## src/rtl/perf_lat_bw_monitor.sv

```systemverilog
// perf_lat_bw_monitor: per-channel transaction latency statistics and windowed bandwidth counters
module perf_lat_bw_monitor #(
  parameter int NUM_CH  = 4,
  parameter int ID_W    = 4,
  parameter int TS_W    = 16,
  parameter int CNT_W   = 32,
  parameter int BYTES_W = 8,
  parameter int WIN_CYC = 1024,
  localparam int RCW    = NUM_CH > 1 ? $clog2(NUM_CH) : 1
) (
  input  logic                      clk,
  input  logic                      reset,
  input  logic [NUM_CH-1:0]         req_vld,
  input  logic [NUM_CH*ID_W-1:0]    req_id,
  input  logic [NUM_CH*BYTES_W-1:0] req_bytes,
  input  logic [NUM_CH-1:0]         rsp_vld,
  input  logic [NUM_CH*ID_W-1:0]    rsp_id,
  input  logic                      clr,
  input  logic [RCW-1:0]            rd_ch,
  input  logic [2:0]                rd_sel,
  output logic [CNT_W-1:0]          rd_data,
  output logic [NUM_CH-1:0]         err,
  output logic                      win_done
);
  localparam int NID = 1 << ID_W;
  localparam int WW  = $clog2(WIN_CYC);

  logic [TS_W-1:0] ts_q, ts_d;
  logic [WW-1:0] win_q, win_d;
  logic [NUM_CH-1:0][NID-1:0] busy_q, busy_d;
  logic [NUM_CH-1:0][NID-1:0][TS_W-1:0] tstab_q, tstab_d;
  logic [NUM_CH-1:0][CNT_W-1:0] cnt_q, cnt_d, sum_q, sum_d, min_q, min_d, max_q, max_d;
  logic [NUM_CH-1:0][CNT_W-1:0] ecnt_q, ecnt_d, acc_q, acc_d, last_q, last_d;
  logic [NUM_CH-1:0] err_q, err_d;
  logic win_done_q, win_done_d;
  logic [CNT_W-1:0] rd_data_q, rd_data_d;
  logic wrap;

  function automatic logic [CNT_W-1:0] sat_add(input logic [CNT_W-1:0] a, input logic [CNT_W-1:0] b);
    logic [CNT_W:0] s;
    s = {1'b0, a} + {1'b0, b};
    return s[CNT_W] ? '1 : s[CNT_W-1:0];
  endfunction

  // next-state: retire responses before allocating requests, accumulate bytes, clear on clr
  always_comb begin
    ts_d = ts_q + 1'b1;
    wrap = win_q == WW'(WIN_CYC - 1);
    win_d = wrap ? '0 : win_q + 1'b1;
    win_done_d = wrap;
    busy_d = busy_q;
    tstab_d = tstab_q;
    cnt_d = cnt_q;
    sum_d = sum_q;
    min_d = min_q;
    max_d = max_q;
    ecnt_d = ecnt_q;
    acc_d = acc_q;
    last_d = last_q;
    err_d = err_q;
    for (int c = 0; c < NUM_CH; c++) begin
      logic [ID_W-1:0] rid, qid;
      logic [TS_W-1:0] lat;
      logic rsp_ok, req_ok;
      logic [CNT_W-1:0] nerr, acc_sum;
      rid = rsp_id[c*ID_W +: ID_W];
      qid = req_id[c*ID_W +: ID_W];
      rsp_ok = busy_q[c][rid];
      lat = ts_q - tstab_q[c][rid];
      if (rsp_vld[c] && rsp_ok) begin
        busy_d[c][rid] = 1'b0;
        cnt_d[c] = sat_add(cnt_q[c], CNT_W'(1));
        sum_d[c] = sat_add(sum_q[c], CNT_W'(lat));
        min_d[c] = CNT_W'(lat) < min_q[c] ? CNT_W'(lat) : min_q[c];
        max_d[c] = CNT_W'(lat) > max_q[c] ? CNT_W'(lat) : max_q[c];
      end
      req_ok = !busy_d[c][qid];
      if (req_vld[c] && req_ok) begin
        busy_d[c][qid] = 1'b1;
        tstab_d[c][qid] = ts_q;
      end
      nerr = CNT_W'(rsp_vld[c] && !rsp_ok) + CNT_W'(req_vld[c] && !req_ok);
      ecnt_d[c] = sat_add(ecnt_q[c], nerr);
      err_d[c] = err_q[c] | (nerr != '0);
      acc_sum = sat_add(acc_q[c], req_vld[c] ? CNT_W'(req_bytes[c*BYTES_W +: BYTES_W]) : '0);
      last_d[c] = wrap ? acc_sum : last_q[c];
      acc_d[c] = wrap ? '0 : acc_sum;
    end
    if (clr) begin
      win_d = '0;
      win_done_d = 1'b0;
      busy_d = '0;
      cnt_d = '0;
      sum_d = '0;
      min_d = '1;
      max_d = '0;
      ecnt_d = '0;
      acc_d = '0;
      last_d = '0;
      err_d = '0;
    end
  end

  // readout mux selecting one statistic of one channel
  always_comb begin
    rd_data_d = int'(rd_ch) >= NUM_CH ? '0 :
                rd_sel == 3'd0 ? cnt_q[rd_ch] :
                rd_sel == 3'd1 ? sum_q[rd_ch] :
                rd_sel == 3'd2 ? min_q[rd_ch] :
                rd_sel == 3'd3 ? max_q[rd_ch] :
                rd_sel == 3'd4 ? last_q[rd_ch] :
                rd_sel == 3'd5 ? ecnt_q[rd_ch] : '0;
  end

  // state registers with synchronous reset
  always_ff @(posedge clk) begin
    if (reset) begin
      ts_q <= '0;
      win_q <= '0;
      busy_q <= '0;
      tstab_q <= '0;
      cnt_q <= '0;
      sum_q <= '0;
      min_q <= '1;
      max_q <= '0;
      ecnt_q <= '0;
      acc_q <= '0;
      last_q <= '0;
      err_q <= '0;
      win_done_q <= 1'b0;
      rd_data_q <= '0;
    end else begin
      ts_q <= ts_d;
      win_q <= win_d;
      busy_q <= busy_d;
      tstab_q <= tstab_d;
      cnt_q <= cnt_d;
      sum_q <= sum_d;
      min_q <= min_d;
      max_q <= max_d;
      ecnt_q <= ecnt_d;
      acc_q <= acc_d;
      last_q <= last_d;
      err_q <= err_d;
      win_done_q <= win_done_d;
      rd_data_q <= rd_data_d;
    end
  end

  assign rd_data = rd_data_q;
  assign err = err_q;
  assign win_done = win_done_q;
endmodule

```

## config.mk

```make
export PLATFORM = sky130hd
export DESIGN_NAME = perf_lat_bw_monitor
export DESIGN_NICKNAME = d
export VERILOG_FILES = /design/src/rtl/perf_lat_bw_monitor.sv
export SDC_FILE = /design/constraint.sdc
export NUM_CORES = 2
export LEC_CHECK = 0
export CAP_MARGIN = 40
export CORE_ASPECT_RATIO = 0.6
export CORE_MARGIN = 1
export CORE_UTILIZATION = 50
export DETAILED_ROUTE_END_ITERATION = 16
export PLACE_DENSITY = 0.66
export SETUP_SLACK_MARGIN = 0.02
export SYNTH_ARGS = -nofsm -noshare
export SYNTH_HDL_FRONTEND = slang
export SYNTH_SLANG_ARGS = --single-unit
```

## constraint.sdc

```tcl
create_clock -name clk -period 14.2 [get_ports clk]
set_input_delay 2.84 -clock clk [delete_from_list [all_inputs] [get_ports clk]]
set_output_delay 2.84 -clock clk [all_outputs]
set_load 0.01 [all_outputs]
```

---- Word-level counts from Yosys, hierarchy flattened ----
Index checks and enable logic that the tools add are counted.
storage, ports and cells
  latch bits .............................. 0
  output and inout bits ................... 37
  memories ................................ 0
  register bits ........................... 1,983
  RAM bits ................................ 0
  input bits .............................. 80
  memory bits (read-only) ................. 0
cells by class
  multipliers ............................. 0
  $add $sub $neg .......................... 26
  shifts and indexed selects .............. 0
  magnitude comparators ................... 25
  reductions and logical operators ........ 47
  bitwise logic cells ..................... 16
  divide/modulo/power cells ............... 0
  equality and inequality tests ........... 6
  mux-type cells .......................... 98
operator list
  kind                     count
  $bwmux W256              4
  $mux W32                 28
  $bmux W32 S2             6
  $bmux W16 S4             4
  $demux W16 S4            4
  $mux W16                 16
  $add A32 B1 Y33 const B  4
  $add A32 B16 Y33         4
  $add A32 B2 Y33          4
  $add A32 B8 Y33          4
  $lt A16 B32 Y1           4
  $reduce_bool A32 Y1      4
  $and A16 B16 Y16         4
  $gt A16 B16 Y1           4
  $not A16 Y16             4
  $or A16 B16 Y16          4
  $sub A16 B16 Y16         4
  $lt A4 B5 Y1 const B     8
  $bmux W1 S4              8
  $demux W1 S4             8
  $ge A4 B1 Y1 const B     8
  $mux W8                  4
  $logic_and A1 B1 Y1      24
  $add A16 B1 Y16 const B  1
  other kinds (14)         51

---- Longest topological paths before layout ----
  word-level depth ........................ 13
  mapped depth ............................ 26
  depth with buffers taken out ............ 21

---- Least setup slack after synthesis ----
Ideal clock, no wire load.
  kind .................................... input to register
  from .................................... input port rsp_id[0]
  to ...................................... register sum_q[30] (netlist bit)
  library setup time ...................... 0.091 ns
  path buffers ............................ 3
  required time ........................... 14.109 ns
  arrival time ............................ 8.692 ns
  setup slack ............................. 5.417 ns
  stages on the path ...................... 23
  path through ............................ buf_6 clkbuf_1 buf_1 mux4_2 mux4_2 inv_1 ha_1 nor2b_1 o21ai_0 a21boi_0 o41a_1 a221o_1 and3b_1 or2_2 ha_1 o21ai_0 a21oi_1 nand2_1 a21oi_1 o21ai_1 nor3_1 a41oi_1 a311oi_1
on the way
  word-level cells in the longest chain between the ends .. 5
ends and longest elaborated chain
  item                            RTL line  RTL
  start: declaration              17        input logic [NUM_CH*ID_W-1:0] rsp_id,
  $bmux W16 S4                    69        lat = ts_q - tstab_q[c][rid];
  $mux W16 (not written as such)  69
  $sub A16 B16 Y16                69
  $add A32 B16 Y33                41        s = {1'b0, a} + {1'b0, b};
  $mux W32                        42        return s[CNT_W] ? '1 : s[CNT_W-1:0];
  end signal: assignment          138       sum_q <= sum_d;
  end: declaration                32        logic [NUM_CH-1:0][CNT_W-1:0] cnt_q, cnt_d, sum_q, sum_d, min_q, min_d, max_q, max_d;
Several ways; a longest one is shown, not always the timed one. The select of a mux whose other input is x is not followed.
A chain may end at the register's enable or synchronous reset.

---- Worst setup path after layout ----
Ends and elaborated chain as after synthesis.

==> metrics <==
x dimension of the die=572 um; GRT Max-Usage Layer=met1; CP endpoint kind=register; CTS H-Tree Depth=4; Die H=344 um; Mean Syn Cell Area=between 9 and 10 um^2; most common cell after layout, fill and taps aside=dfxtp_1; Hold Buf Count CTS=0; CP max FO=41; critical hold path startpoint=err[2]; DP Area=101,000 um^2; synth top area cells=dfxtp_1 39%, mux4_2 12%, mux2i_1 11%; register clock-pin slew on the reported worst setup and hold paths=60 ps; Seq. cell area=38,500 um^2; CTS tree=done; Hold WS=453 ps; dpl hpwl=214,000 um; Clock Skew=about 62 ps; Post-Syn Area=97,600 um^2; relative max-transition margin=22.8%; crit path DAT=~10,000 ps; Top-Level Pins=roughly 120; CTS Buf Count=188; Num Clock Sinks=1,923; Hold WC Path Type=register to register; initial antenna violation count=13; share of cells above drive strength 1=12.0%; clock latency on the worst-skew pair=870 ps; register area share after synthesis=39.5%; failing checks=design-rule violations; die area=197,000 um^2; # port buffers=between 100 and 150; r2r setup slk=7790 ps; worst reg-to-reg path cell count=17; top cell type's share of synthesized area=~40%; Fin. Hold Viols=0; setup_tns=0 ps; layout filler cell count=16,600; site row count=roughly 130; CP required=about 15,000 ps; cells after synthesis=between 9,000 and 10,000; final WL=304,000 um; Slew Limit Fails=0; actual slew at the worst max-slew pin=about 1200 ps; Setup crit start kind=input pin; Detail Route Antenna Nets=0; status=finished, violations left; setup violators final=0; cell taking the most area after synthesis=dfxtp_1; Vias per Instance=6.18; router iterations before antenna repair=13; largest net degree at the start of global routing=250; Period minus WS final=9400 ps; Post-route DRC=24; Synth Register Bits=1,923; Post-layout nets=10,200; FMAX=106 MHz; Async SR Flop Fraction=0%; Initial Util=50.4%; ratio of final minimum period to clock period=66.2%; most frequent cells in the layout=1,907 x dfxtp_1, 1,570 x nor2_1, 1,101 x mux2i_1, 577 x a21oi_1, 515 x mux4_2; Pleak=39.8 nW; Netlist cell types=101; Max Root-Sink Buffers=4; Placer Congestion=0.964; via count=approximately 77,000; RSZ-0062 raised after global routing=false; setup bufs post-CTS=0; Area growth syn-to-layout=9.98%; reg-to-reg critical path endpoint=sum_q[55]; number of global-route vias before repair=71,700; post-route cell area=107,000 um^2; Post-synth EDFFs=0; Post-CTS Resized=0; syn_nets=~10,000; Final Util=55.4%; met1 Track Usage GR=46.5%; CTS root buf=clkbuf_16; GR Util met3=9.17%; critical path type=input pin to register; cell depth of the worst hold path=2; worst r2r src=tstab_q[498]; VDD IR max=0.0975 mV; yosys warns=0; Synth Flop Type=dfxtp_1; first-pass GRT wire length=around 460,000 um; met2 Usage GRT=between 40% and 50%; max-cap violations=0; GR Overflow Total=0; Total Power=11.5 mW; area of the multi-input gates=54,800 um^2; Hold Crit Endpoint=err[2]; PwrDens=107 nW/um^2; Tot GR Track Use=a little under a third; WL/cell=24.3 um; core area=194,000 um^2; initial DRC count=9,547
worst max path at each step:
stage	from	end	slack, ps	cells after the start
after floorplan	rsp_id[0]	sum_q[30]	5420	23
after CTS	rsp_id[0]	sum_q[30]	4980	22
after global placement	rsp_id[0]	sum_q[30]	4250	22
after detailed placement	rsp_id[0]	sum_q[30]	4120	22
after global routing	rsp_id[0]	sum_q[30]	4380	22
final	rsp_id[0]	sum_q[30]	4800	22
sequential cells by signal, indices dropped and copies added (netlist names), 68 cells and up:
| signal | count |
|---|---|
| tstab_q | 1024 |
| acc_q | 128 |
| cnt_q | 128 |
| ecnt_q | 128 |
| last_q | 128 |
| sum_q | 128 |
| min_q | 68 |
area by class of cell:
| type | count | area share (%) |
|---|---|---|
| Inverter | 332 | 1.16 |
| Antenna cell | 5 | 0.0117 |
| Tap cell | 2603 | 3.03 |
| Sequential cell | 1923 | 35.9 |
| Clock buffer | 261 | 4.96 |
| Clock inverter | 66 | 0.849 |
| Multi-Input combinational cell | 7019 | 51.1 |
| Timing Repair Buffer | 304 | 3.01 |
synthesized netlist by cell type (all sizes together) (10+ instances only):
cell	count
o21ai	343
nor3	177
and3	120
a221o	19
a21boi	17
nor2b	56
o221a	25
nand3b	27
a2111oi	26
inv	332
o21a	65
mux4	515
ha	304
nand3	239
a211oi	83
o211ai	69
o2111ai	18
or3	33
nand2	440
a221oi	11
a311oi	30
a31o	23
a21oi	578
nand2b	41
nor4	27
nor4b	10
xor2	220
o211a	16
and2	75
and4	43
nand4	102
a21o	69
fa	16
mux2i	1102
nor2	1608
or2	16
a31oi	112
dfxtp	1923
o31ai	19
nor3b	14
clkbuf	484
buf	240
a22oi	42
xnor2	166
power breakdown:
part / total (mW) / switching, mW / internal, mW
Clock: 5.22 / 2.24 / 2.98
Sequential: 5.42 / 0.0163 / 5.41
Combinational: 0.854 / 0.552 / 0.302
stage by stage:
step,instances,setup slack [ps]
after floorplan,9998,5420
after global placement,12100,4250
after detailed placement,12200,4120
after CTS,12500,4980
after global routing,12500,4380
final,12500,4800
per-layer routing:
layer | up-vias | part of all wire, %
li1 | 35400 | -
met1 | 38300 | 47
met2 | 3257 | 39
met3 | 415 | 12
met4 | 10 | 1.9
met5 | - | 0.024
logic make-up after synthesis:
logic type               Yosys count  synth area share (%)
AND/OR/NAND/NOR                 3060                  14.6
flip-flops                      1923                  39.5
AO/OA/AOI/OAI                   1635                  10.6
multiplexers                    1618                  23.2
buffers and inverters           1056                  4.53
XOR/XNOR                         386                  3.46
adder cells (fa/ha/maj)          320                  4.23
worst max-delay path, stage by stage:
cell	delay (ps)
buf_4	520
buf_4	780
mux4_2	600
mux4_2	470
ha_1	220
fa_1	410
nor2b_1	120
o21ai_0	100
a21boi_0	260
o41a_1	280
a221o_1	200
a21boi_0	130
or2_2	360
ha_1	380
o21ai_0	140
a21oi_1	210
nand2_1	100
a21oi_1	280
o21ai_1	430
nor3_1	720
a41oi_1	210
a311oi_1	290
Note: power is estimated with default switching activity, not from simulation.
